`src/rtl/wired_bus_resolver_if.sv`:
```
// Signal bundle between the bus masters / diagnostics host and the wired bus resolver.
// The master side drives enables, data, mode and clear; the slave side returns resolved bus and status.
interface wired_bus_resolver_if #(
   parameter int unsigned N_DRV = 4,
   parameter int unsigned WIDTH = 8,
   parameter int unsigned CNT_W = 8
);
   logic [N_DRV-1:0]       drv_en;
   logic [N_DRV*WIDTH-1:0] drv_data;
   logic [1:0]             mode;
   logic                   clr_status;
   logic [WIDTH-1:0]       bus_q;
   logic                   bus_valid;
   logic [WIDTH-1:0]       x_mask;
   logic [1:0]             bus_state;
   logic                   conflict_sticky;
   logic [CNT_W-1:0]       conflict_cnt;
   logic                   fault;

   modport master (
      output drv_en, drv_data, mode, clr_status,
      input  bus_q, bus_valid, x_mask, bus_state, conflict_sticky, conflict_cnt, fault
   );

   modport slave (
      input  drv_en, drv_data, mode, clr_status,
      output bus_q, bus_valid, x_mask, bus_state, conflict_sticky, conflict_cnt, fault
   );
endinterface

```
`src/rtl/wired_bus_resolver.sv`:
```
// Clocked N-driver shared-bus resolver: wired-OR / wired-AND / tri resolution with
// per-cycle bus classification, conflict statistics and a persistent-conflict fault latch.
module wired_bus_resolver #(
   parameter int unsigned N_DRV       = 4,
   parameter int unsigned WIDTH       = 8,
   parameter int unsigned CNT_W       = 8,
   parameter int unsigned FAULT_LIMIT = 4
) (
   input logic                clk,
   input logic                rst_n,
   wired_bus_resolver_if.slave bus
);

   localparam int unsigned EN_W  = $clog2(N_DRV + 1);
   localparam int unsigned RUN_W = 8;

   typedef enum logic [1:0] {
      MODE_WOR  = 2'd0,
      MODE_WAND = 2'd1,
      MODE_TRI  = 2'd2,
      MODE_RSVD = 2'd3
   } mode_e;

   typedef enum logic [1:0] {
      ST_FLOAT    = 2'd0,
      ST_SINGLE   = 2'd1,
      ST_AGREE    = 2'd2,
      ST_CONFLICT = 2'd3
   } bus_state_e;

   logic [EN_W-1:0]  n_en;
   logic [WIDTH-1:0] or_v;
   logic [WIDTH-1:0] and_v;
   logic [WIDTH-1:0] dis;
   mode_e            mode_s;

   bus_state_e       state_q, state_nxt;
   logic             conflict;

   logic [WIDTH-1:0] bus_q_r,  bus_nxt;
   logic [WIDTH-1:0] xm_q,     xm_nxt;
   logic             valid_q,  valid_nxt;
   logic             sticky_q, sticky_nxt;
   logic [CNT_W-1:0] cnt_q,    cnt_nxt;
   logic [RUN_W-1:0] run_q,    run_nxt;
   logic             fault_q,  fault_nxt;

   assign mode_s = mode_e'(bus.mode);

   always_comb begin
      n_en  = '0;
      or_v  = '0;
      and_v = '1;
      for (int unsigned i = 0; i < N_DRV; i++) begin
         if (bus.drv_en[i]) begin
            n_en  = n_en + EN_W'(1);
            or_v  = or_v  | bus.drv_data[i*WIDTH +: WIDTH];
            and_v = and_v & bus.drv_data[i*WIDTH +: WIDTH];
         end
      end
      // With nobody driving, the AND reduction must read as 0, not all-ones.
      if (n_en == '0) begin
         and_v = '0;
      end
      dis = or_v & ~and_v;
   end

   always_comb begin
      state_nxt = ST_FLOAT;
      if (n_en == '0) begin
         state_nxt = ST_FLOAT;
      end else if (n_en == EN_W'(1)) begin
         state_nxt = ST_SINGLE;
      end else if (dis == '0) begin
         state_nxt = ST_AGREE;
      end else begin
         state_nxt = ST_CONFLICT;
      end
   end

   assign conflict = (state_nxt == ST_CONFLICT);

   always_comb begin
      sticky_nxt = sticky_q;
      cnt_nxt    = cnt_q;
      run_nxt    = '0;
      fault_nxt  = fault_q;
      if (bus.clr_status) begin
         sticky_nxt = 1'b0;
         cnt_nxt    = '0;
         run_nxt    = '0;
         fault_nxt  = 1'b0;
      end else if (conflict) begin
         sticky_nxt = 1'b1;
         if (cnt_q != '1) begin
            cnt_nxt = cnt_q + CNT_W'(1);
         end
         if (run_q != RUN_W'(FAULT_LIMIT)) begin
            run_nxt = run_q + RUN_W'(1);
         end else begin
            run_nxt = run_q;
         end
         if (run_nxt == RUN_W'(FAULT_LIMIT)) begin
            fault_nxt = 1'b1;
         end
      end
   end

   // Data outputs are gated by the fault value being registered this edge, so the
   // forcing takes effect on the same edge that fault rises.
   always_comb begin
      bus_nxt   = bus_q_r;
      xm_nxt    = '0;
      valid_nxt = (n_en != '0) && !fault_nxt;
      if (fault_nxt) begin
         bus_nxt = '0;
      end else if (n_en != '0) begin
         unique case (mode_s)
            MODE_WAND, MODE_TRI: bus_nxt = and_v;
            MODE_WOR, MODE_RSVD: bus_nxt = or_v;
            default:             bus_nxt = or_v;
         endcase
         if (mode_s == MODE_TRI) begin
            xm_nxt = dis;
         end
      end
   end

   always_ff @(posedge clk or negedge rst_n) begin
      if (!rst_n) begin
         state_q  <= ST_FLOAT;
         bus_q_r  <= '0;
         xm_q     <= '0;
         valid_q  <= 1'b0;
         sticky_q <= 1'b0;
         cnt_q    <= '0;
         run_q    <= '0;
         fault_q  <= 1'b0;
      end else begin
         state_q  <= state_nxt;
         bus_q_r  <= bus_nxt;
         xm_q     <= xm_nxt;
         valid_q  <= valid_nxt;
         sticky_q <= sticky_nxt;
         cnt_q    <= cnt_nxt;
         run_q    <= run_nxt;
         fault_q  <= fault_nxt;
      end
   end

   assign bus.bus_q           = bus_q_r;
   assign bus.bus_valid       = valid_q;
   assign bus.x_mask          = xm_q;
   assign bus.bus_state       = state_q;
   assign bus.conflict_sticky = sticky_q;
   assign bus.conflict_cnt    = cnt_q;
   assign bus.fault           = fault_q;

endmodule
```
`src/flat_wrapper.sv`:
```
// flat-port wrapper written by rule: the top's interface ports become plain ports
module wired_bus_resolver_flat 
#(
   parameter int unsigned N_DRV       = 4,
   parameter int unsigned WIDTH       = 8,
   parameter int unsigned CNT_W       = 8,
   parameter int unsigned FAULT_LIMIT = 4
)
  (clk, rst_n, bus_drv_en, bus_drv_data, bus_mode, bus_clr_status, bus_bus_q, bus_bus_valid, bus_x_mask, bus_bus_state, bus_conflict_sticky, bus_conflict_cnt, bus_fault);
  wired_bus_resolver_if #(.N_DRV(N_DRV), .WIDTH(WIDTH), .CNT_W(CNT_W)) bus_i ();
  input logic clk;
  input logic rst_n;
  input wire logic [$bits(bus_i.drv_en)-1:0] bus_drv_en;
  input wire logic [$bits(bus_i.drv_data)-1:0] bus_drv_data;
  input wire logic [$bits(bus_i.mode)-1:0] bus_mode;
  input wire logic [$bits(bus_i.clr_status)-1:0] bus_clr_status;
  output wire logic [$bits(bus_i.bus_q)-1:0] bus_bus_q;
  output wire logic [$bits(bus_i.bus_valid)-1:0] bus_bus_valid;
  output wire logic [$bits(bus_i.x_mask)-1:0] bus_x_mask;
  output wire logic [$bits(bus_i.bus_state)-1:0] bus_bus_state;
  output wire logic [$bits(bus_i.conflict_sticky)-1:0] bus_conflict_sticky;
  output wire logic [$bits(bus_i.conflict_cnt)-1:0] bus_conflict_cnt;
  output wire logic [$bits(bus_i.fault)-1:0] bus_fault;
  assign bus_i.drv_en = bus_drv_en;
  assign bus_i.drv_data = bus_drv_data;
  assign bus_i.mode = bus_mode;
  assign bus_i.clr_status = bus_clr_status;
  assign bus_bus_q = bus_i.bus_q;
  assign bus_bus_valid = bus_i.bus_valid;
  assign bus_x_mask = bus_i.x_mask;
  assign bus_bus_state = bus_i.bus_state;
  assign bus_conflict_sticky = bus_i.conflict_sticky;
  assign bus_conflict_cnt = bus_i.conflict_cnt;
  assign bus_fault = bus_i.fault;
  wired_bus_resolver #(.N_DRV(N_DRV), .WIDTH(WIDTH), .CNT_W(CNT_W), .FAULT_LIMIT(FAULT_LIMIT)) u_core (.clk(clk), .rst_n(rst_n), .bus(bus_i));
endmodule
```
`config.mk`:
```
export PLATFORM = sky130hd
export DESIGN_NAME = wired_bus_resolver_flat
export DESIGN_NICKNAME = d
export VERILOG_FILES = /design/src/rtl/wired_bus_resolver_if.sv /design/src/rtl/wired_bus_resolver.sv /design/src/flat_wrapper.sv
export SDC_FILE = /design/constraint.sdc
export NUM_CORES = 1
export LEC_CHECK = 0
export ABC_AREA = 1
export CAP_MARGIN = 10
export CORE_ASPECT_RATIO = 0.6
export CORE_MARGIN = 2
export CORE_UTILIZATION = 30
export CTS_BUF_LIST = sky130_fd_sc_hd__clkbuf_8
export DETAILED_ROUTE_END_ITERATION = 7
export GPL_ROUTABILITY_DRIVEN = 0
export HOLD_SLACK_MARGIN = 0.08
export PLACE_DENSITY_LB_ADDON = 0.25
export SLEW_MARGIN = 20
export SYNTH_ARGS = -nofsm -noshare
export SYNTH_HDL_FRONTEND = slang
export SYNTH_SLANG_ARGS = --single-unit
```
`constraint.sdc`:
```
create_clock -name clk -period 1.9 [get_ports clk]
set_clock_uncertainty 0.15 [all_clocks]
set_input_delay 0.19 -clock clk [delete_from_list [all_inputs] [get_ports clk]]
set_output_delay 0.19 -clock clk [all_outputs]
set_load 0.02 [all_outputs]
```
=== Yosys cells after proc, flatten, opt, wreduce, memory -nomap -nowiden ===
Cells that the tools add are included.

* Logic and storage cells: 76
* Bits in registers: 37
* Output and inout bits: 29

* Equal/unequal tests: 8
* Reduce and logical (&&, ||, !) cells: 12
* Multiplexer cells: 35
* Bitwise gates (word level): 8
* $add $sub $neg: 5

{| class="wikitable"
|+ Operators with widths
! operator !! number
|-
| $mux W8 || 22
|-
| $and A8 B8 Y8 || 4
|-
| $or A8 B8 Y8 || 3
|-
| $add A8 B1 Y8 const B || 2
|-
| $pmux W8 S2 || 1
|-
| $add A3 B1 Y3 const B || 3
|-
| $mux W3 || 3
|-
| $eq A8 B3 Y1 const B || 1
|-
| $logic_not A8 Y1 || 1
|-
| $ne A8 B3 Y1 const B || 1
|-
| $ne A8 B8 Y1 const B || 1
|-
| $not A8 Y8 || 1
|-
| $mux W1 || 7
|-
| $eq A2 B2 Y1 const B || 3
|-
| $reduce_bool A2 Y1 || 3
|-
| $mux W2 || 2
|-
| $reduce_or A2 Y1 || 2
|-
| $eq A3 B1 Y1 const B || 1
|-
| $logic_not A3 Y1 || 1
|-
| $reduce_bool A3 Y1 || 1
|-
| $eq A2 B1 Y1 const B || 1
|-
| $logic_not A2 Y1 || 1
|-
| $reduce_and A2 Y1 || 1
|-
| $logic_and A1 B1 Y1 || 1
|-
| $logic_not A1 Y1 || 1
|}

=== Depth between registers and ports, before layout ===
* Word-level depth: 24
* Gate-level depth with buffers: 26
* Depth with buffers taken out: 24

=== Worst setup path before layout ===
No wires, ideal clock.

* Path type: input to register
* From: input bus_drv_en[0]
* To: register u_core.cnt_q[2], in the netlist u_core.bus.conflict_cnt[2]
* Slack: -1138 ps
* Stages: 23
* Data required time: 1631 ps
* Library setup time: 119 ps
* Arrival: 2769 ps
* Buffers on the path: 3
* Path through: buf_2 clkinv_1 ha_1 inv_1 nand2_2 nand2_2 inv_1 ha_1 or2_2 nand2_1 nand3_2 buf_12 nand2_4 nand2_2 nand2_2 inv_2 nand3_4 nand2_4 nand2_4 nand2_4 buf_12 nand2_2 o21ai_2

* Cells in the longest elaborated chain, start to end: 18
* Elaborated cells on any way between the ends: 33
* Those cells by class: 3 x add/sub; 2 x eq/ne; 16 x mux; 8 x bitwise; 4 x reduce/logical

{| class="wikitable"
|+ RTL lines
! what !! RTL line !! source
|-
| start: declaration || flat_wrapper.sv:13 || <nowiki>input wire logic [$bits(bus_i.drv_en)-1:0] bus_drv_en;</nowiki>
|-
| $mux W1 || wired_bus_resolver.sv:55 || <nowiki>if (bus.drv_en[i]) begin</nowiki>
|-
| $add A3 B1 Y3 || wired_bus_resolver.sv:56 || <nowiki>n_en = n_en + EN_W'(1);</nowiki>
|-
| $mux W3 || wired_bus_resolver.sv:55 ||
|-
| $add A3 B1 Y3 || wired_bus_resolver.sv:56 ||
|-
| $mux W3 || wired_bus_resolver.sv:55 ||
|-
| $add A3 B1 Y3 || wired_bus_resolver.sv:56 ||
|-
| $mux W3 || wired_bus_resolver.sv:55 ||
|-
| $logic_not A3 Y1 || wired_bus_resolver.sv:62, wired_bus_resolver.sv:70 ||
|-
| [... 2 more ...] || -- ||
|-
| $and A8 B8 Y8 || wired_bus_resolver.sv:65 || <nowiki>dis = or_v & ~and_v;</nowiki>
|-
| $logic_not A8 Y1 || wired_bus_resolver.sv:74 || <nowiki>end else if (dis == '0) begin</nowiki>
|-
| $mux W1 || wired_bus_resolver.sv:74 ||
|-
| $mux W2 || wired_bus_resolver.sv:72 || <nowiki>end else if (n_en == EN_W'(1)) begin</nowiki>
|-
| $mux W2 (*) || wired_bus_resolver.sv:70 || <nowiki>if (n_en == '0) begin</nowiki>
|-
| $eq A2 B2 Y1 (*) || wired_bus_resolver.sv:81 || <nowiki>assign conflict = (state_nxt == ST_CONFLICT);</nowiki>
|-
| $reduce_bool A2 Y1 (no line) (*) || -- ||
|-
| $reduce_and A2 Y1 (no line) (*) || -- ||
|-
| end signal: assignment || wired_bus_resolver.sv:145 || <nowiki>cnt_q <= cnt_nxt;</nowiki>
|-
| end: declaration || wired_bus_resolver.sv:44 || <nowiki>logic [CNT_W-1:0] cnt_q, cnt_nxt;</nowiki>
|}

Mark *: on every way between the ends. The rest lies on a longest branch, timed or not.
A chain may end at the register's enable or synchronous reset.

=== Worst setup path after layout ===
* From: input bus_drv_en[1]
* To: register u_core.cnt_q[0], in the netlist u_core.bus.conflict_cnt[0]

* Cells in the longest elaborated chain, start to end: 16
* Elaborated cells on any way between the ends: 27
* Those cells by class: 2 x add/sub; 2 x eq/ne; 13 x mux; 6 x bitwise; 4 x reduce/logical

{| class="wikitable"
|+ RTL lines
! what !! RTL line !! source
|-
| $mux W3 || wired_bus_resolver.sv:55 ||
|-
| $add A3 B1 Y3 || wired_bus_resolver.sv:56 ||
|-
| $mux W3 || wired_bus_resolver.sv:55 ||
|-
| $add A3 B1 Y3 || wired_bus_resolver.sv:56 ||
|-
| $mux W3 || wired_bus_resolver.sv:55 ||
|-
| $logic_not A3 Y1 || wired_bus_resolver.sv:62, wired_bus_resolver.sv:70 ||
|-
| $mux W8 || wired_bus_resolver.sv:62 || <nowiki>if (n_en == '0) begin</nowiki>
|-
| $not A8 Y8 || wired_bus_resolver.sv:65 ||
|-
| $and A8 B8 Y8 || wired_bus_resolver.sv:65 ||
|-
| $logic_not A8 Y1 || wired_bus_resolver.sv:74 ||
|-
| $mux W1 || wired_bus_resolver.sv:74 ||
|-
| $mux W2 || wired_bus_resolver.sv:72 ||
|-
| $mux W2 (*) || wired_bus_resolver.sv:70 ||
|-
| $eq A2 B2 Y1 (*) || wired_bus_resolver.sv:81 ||
|-
| $reduce_bool A2 Y1 (no line) (*) || -- ||
|-
| $reduce_and A2 Y1 (no line) (*) || -- ||
|}

Marked as above.

==> results by group <==
STA
  – Worst-margin pin slew: 0.451 ns
  – Fin. max-slew vios: 0
  – Tmin final: 2.34 ns
  – Tcrit/Tclk final: 123%
  – Rel. slew slack: 69.9%
  – Worst Setup Slack, final: -0.444 ns
  – Total negative slack: -12.59 ns
  – Setup violations, final: 36
  – Max Fclk: 427 MHz
  – RSZ-0062 raised after global routing: yes
  – Final Hold Viols: 0

Power
  – Maximum vdd drop: 503 uV
  – Clock group share of total power: 26.0%
  – Leakage: 1.97 nW
  – Pwr Total: 0.00279 W
  – Combinational share of power: 40.9%
  – Reg power frac: 33.1%
  – Sw Pwr: 0.000931 W
  – P_int: 0.00186 W
  – Pwr dens: 651 nW/um^2
  – Net Sw Frac: 33.4%

Critical path
  – Kind of end point of the critical path: register
  – Slowest Stage Delay on Critical Path: 0.24 ns
  – Startpoint types: primary input
  – Crit path kind: in2reg
  – Top cell by count, worst path: nand2_2
  – Worst Path Arrival: 2.42 ns
  – Crit Path Max Fanout: 8
  – Slowest CP cell: ha_4
  – CP Data Required Time: 1.98 ns

Floorplanning
  – Area of the die: 9480 sq um
  – Core Area: 8490 sq um
  – Die W: 124 um
  – Starting Density: 30.7%
  – Die Y: 76.2 um
  – IO Count: 70
  – Row count: 26

Global routing
  – Vias in the first global route: 2685
  – GR Overflow Total: 0
  – Largest net degree at the start of global routing: 38
  – Initial antenna violation count: 0
  – Total Routing Usage GR: 16.7%
  – Global-route wire length before repair: 12900 um

Cells and area
  – Nets: 529
  – Fraction of layout cells with a size suffix above 1: 34.4%
  – Commonest non-fill, non-tap cell in the layout: nand2_1
  – Most frequent cells in the layout: nand2_1, buf_4, clkdlybuf4s50_1
  – Syn-to-layout area delta: 64.2%
  – Design area: 4280 sq um
  – N_diodes: 0

Place
  – Post-DP HPWL: 6060 um
  – Dpl ws: -1.44 ns
  – IO buf count: 69
  – Dpl cell area: 3950 sq um

Run status
  – Status: finished with violations
  – Violated checks: setup timing

CTS
  – CTS tree: built
  – Number of H-tree levels: 2
  – CTS Buf Count: 5
  – Clock root cell: clkbuf_8
  – Clock-pin slew on the worst setup and hold paths: 0.07 ns
  – Sinks on the clock net: 37
  – Latest clock arrival within the worst-skew pair: 0.30 ns
  – Clock buffer depth: 2

Routing
  – Post-route ant nets: 0
  – Via count: 2825
  – DRC: 0
  – First DRT Iteration DRCs: 138
  – Routed length per instance: 13.2 um
  – Final WL: 7850 um
  – Via density: 4.76
  – Drt pass-1 iters: 5

Synth
  – EDFF count, synth: 0
  – Mean post-synth cell area: 7.74 sq um
  – Cell area after synthesis: 2610 sq um
  – Register bit total from synthesis: 37
  – Prevailing post-synth register cell: dfrtp_1
  – Distinct cells, synth: 34
  – Mapped Nets: 385
  – Synth Warn #: 0
  – Sequential share of the synthesized area: 35.5%
  – Ys async rst share: 100%
  – Syn Inst Count: 337

Job
  – Max Cap Viol: 0

Hold path
  – Worst hold-check path type: in2async
sequential cells by signal, indices dropped and copies added (netlist names):
register and cells:
u_core.bus.bus_q 8, u_core.bus.conflict_cnt 8, u_core.bus.x_mask 8, u_core.run_q 8
u_core.bus.bus_state 2, u_core.bus.bus_valid 1, u_core.bus.conflict_sticky 1, u_core.bus.fault 1
worst max-delay path, delay by kind of cell:
family                     cells  cell delay (ns)
and+or+nand+nor               14             1.06
buffers and inverters          8             0.66
adders and majority gates      2             0.38
AOI/OAI and AO/OA              1             0.12
final cells by class:
type | instances | area [sq um]
sequential | 37 | 926
timing repair buffer | 149 | 1340
clock inverter | 2 | 37.5
inverter | 28 | 130
multi-input combinational | 260 | 1630
clock buffer | 6 | 82.6
tap | 112 | 140
fill | 786 | 4210
power groups by stage:
stage	combinational, W	clock, W	sequential, W
global route	0.00124	0.000777	0.000934
detailed placement	0.00106	0	0.000936
floorplan	0.000455	0	0.00103
finish	0.00114	0.000726	0.000924
CTS	0.00112	0.000746	0.000922
global placement	0.00105	0	0.000935
stage by stage:
| step | hold slack (ns) | instances | utilization (%) |
|---|---|---|---|
| after global routing | 0.234 | 594 | 50.5 |
| after floorplan | -0.256 | 337 | - |
| final | 0.220 | 594 | 50.5 |
| after CTS | 0.230 | 591 | 49.9 |
| after detailed placement | 0.0217 | 574 | 46.5 |
| after global placement | 0.0205 | 574 | 46.5 |
cell families (layout without fill, tap and decap cells):
logic type	count (synthesis)	after routing	share of synthesized area, %
AOI/OAI and AO/OA	36	36	8.83
xor gates and xnor gates	7	7	2.35
adders and majority gates	7	7	3.36
buffers and inverters	41	185	8.01
DFF	37	37	35.5
and+or+nand+nor	209	210	42.0
what timing repair did:
item	4_1_cts	5_1_grt
endpoints found under the setup margin	37	36
gates resized for setup	35	8
gates cloned	1	0
hold buffers	1	0
hold endpoints to repair	37	0
pin swaps	11	10
buffers inserted	7	3
worst paths after layout:
kind                                     startpoint                          to  slack, ns  depth (start not counted)
max in group asynchronous                     rst_n  u_core.bus.conflict_cnt[0]       1.19                          3
min in group clk                u_core.bus.bus_q[1]         u_core.bus.bus_q[1]       0.37                          2
worst min-delay path                          rst_n             u_core.run_q[3]       0.22                          3
worst min register to register  u_core.bus.bus_q[1]         u_core.bus.bus_q[1]       0.37                          2
worst max register to register      u_core.run_q[0]         u_core.bus.bus_q[7]      -0.32                         13
worst max-delay path                  bus_drv_en[1]  u_core.bus.conflict_cnt[0]      -0.44                         25
per-layer routing:
metal	vias to the layer above	share of wire (%)	GRT usage [%]
li1	1417	-	-
met1	1314	51	24.6
met2	86	42	24.4
met3	8	5.9	4.28
met4	0	0.92	3.60
met5	-	0	0
cells in the mapped netlist, types with 7 or more instances:
master | instances | area, sq um
nand2_1 | 82 | 308
dfrtp_1 | 37 | 926
nor2_1 | 30 | 113
nand4_1 | 27 | 169
inv_1 | 22 | 82.6
nand2_2 | 19 | 119
nand3_1 | 19 | 95.1
o22ai_1 | 16 | 100
nand2_4 | 10 | 113
o21ai_0 | 10 | 50.1
ha_1 | 7 | 87.6
nor3_1 | 7 | 35.0
xor2_1 | 7 | 61.3
Note: power is estimated with default switching activity, not from simulation.
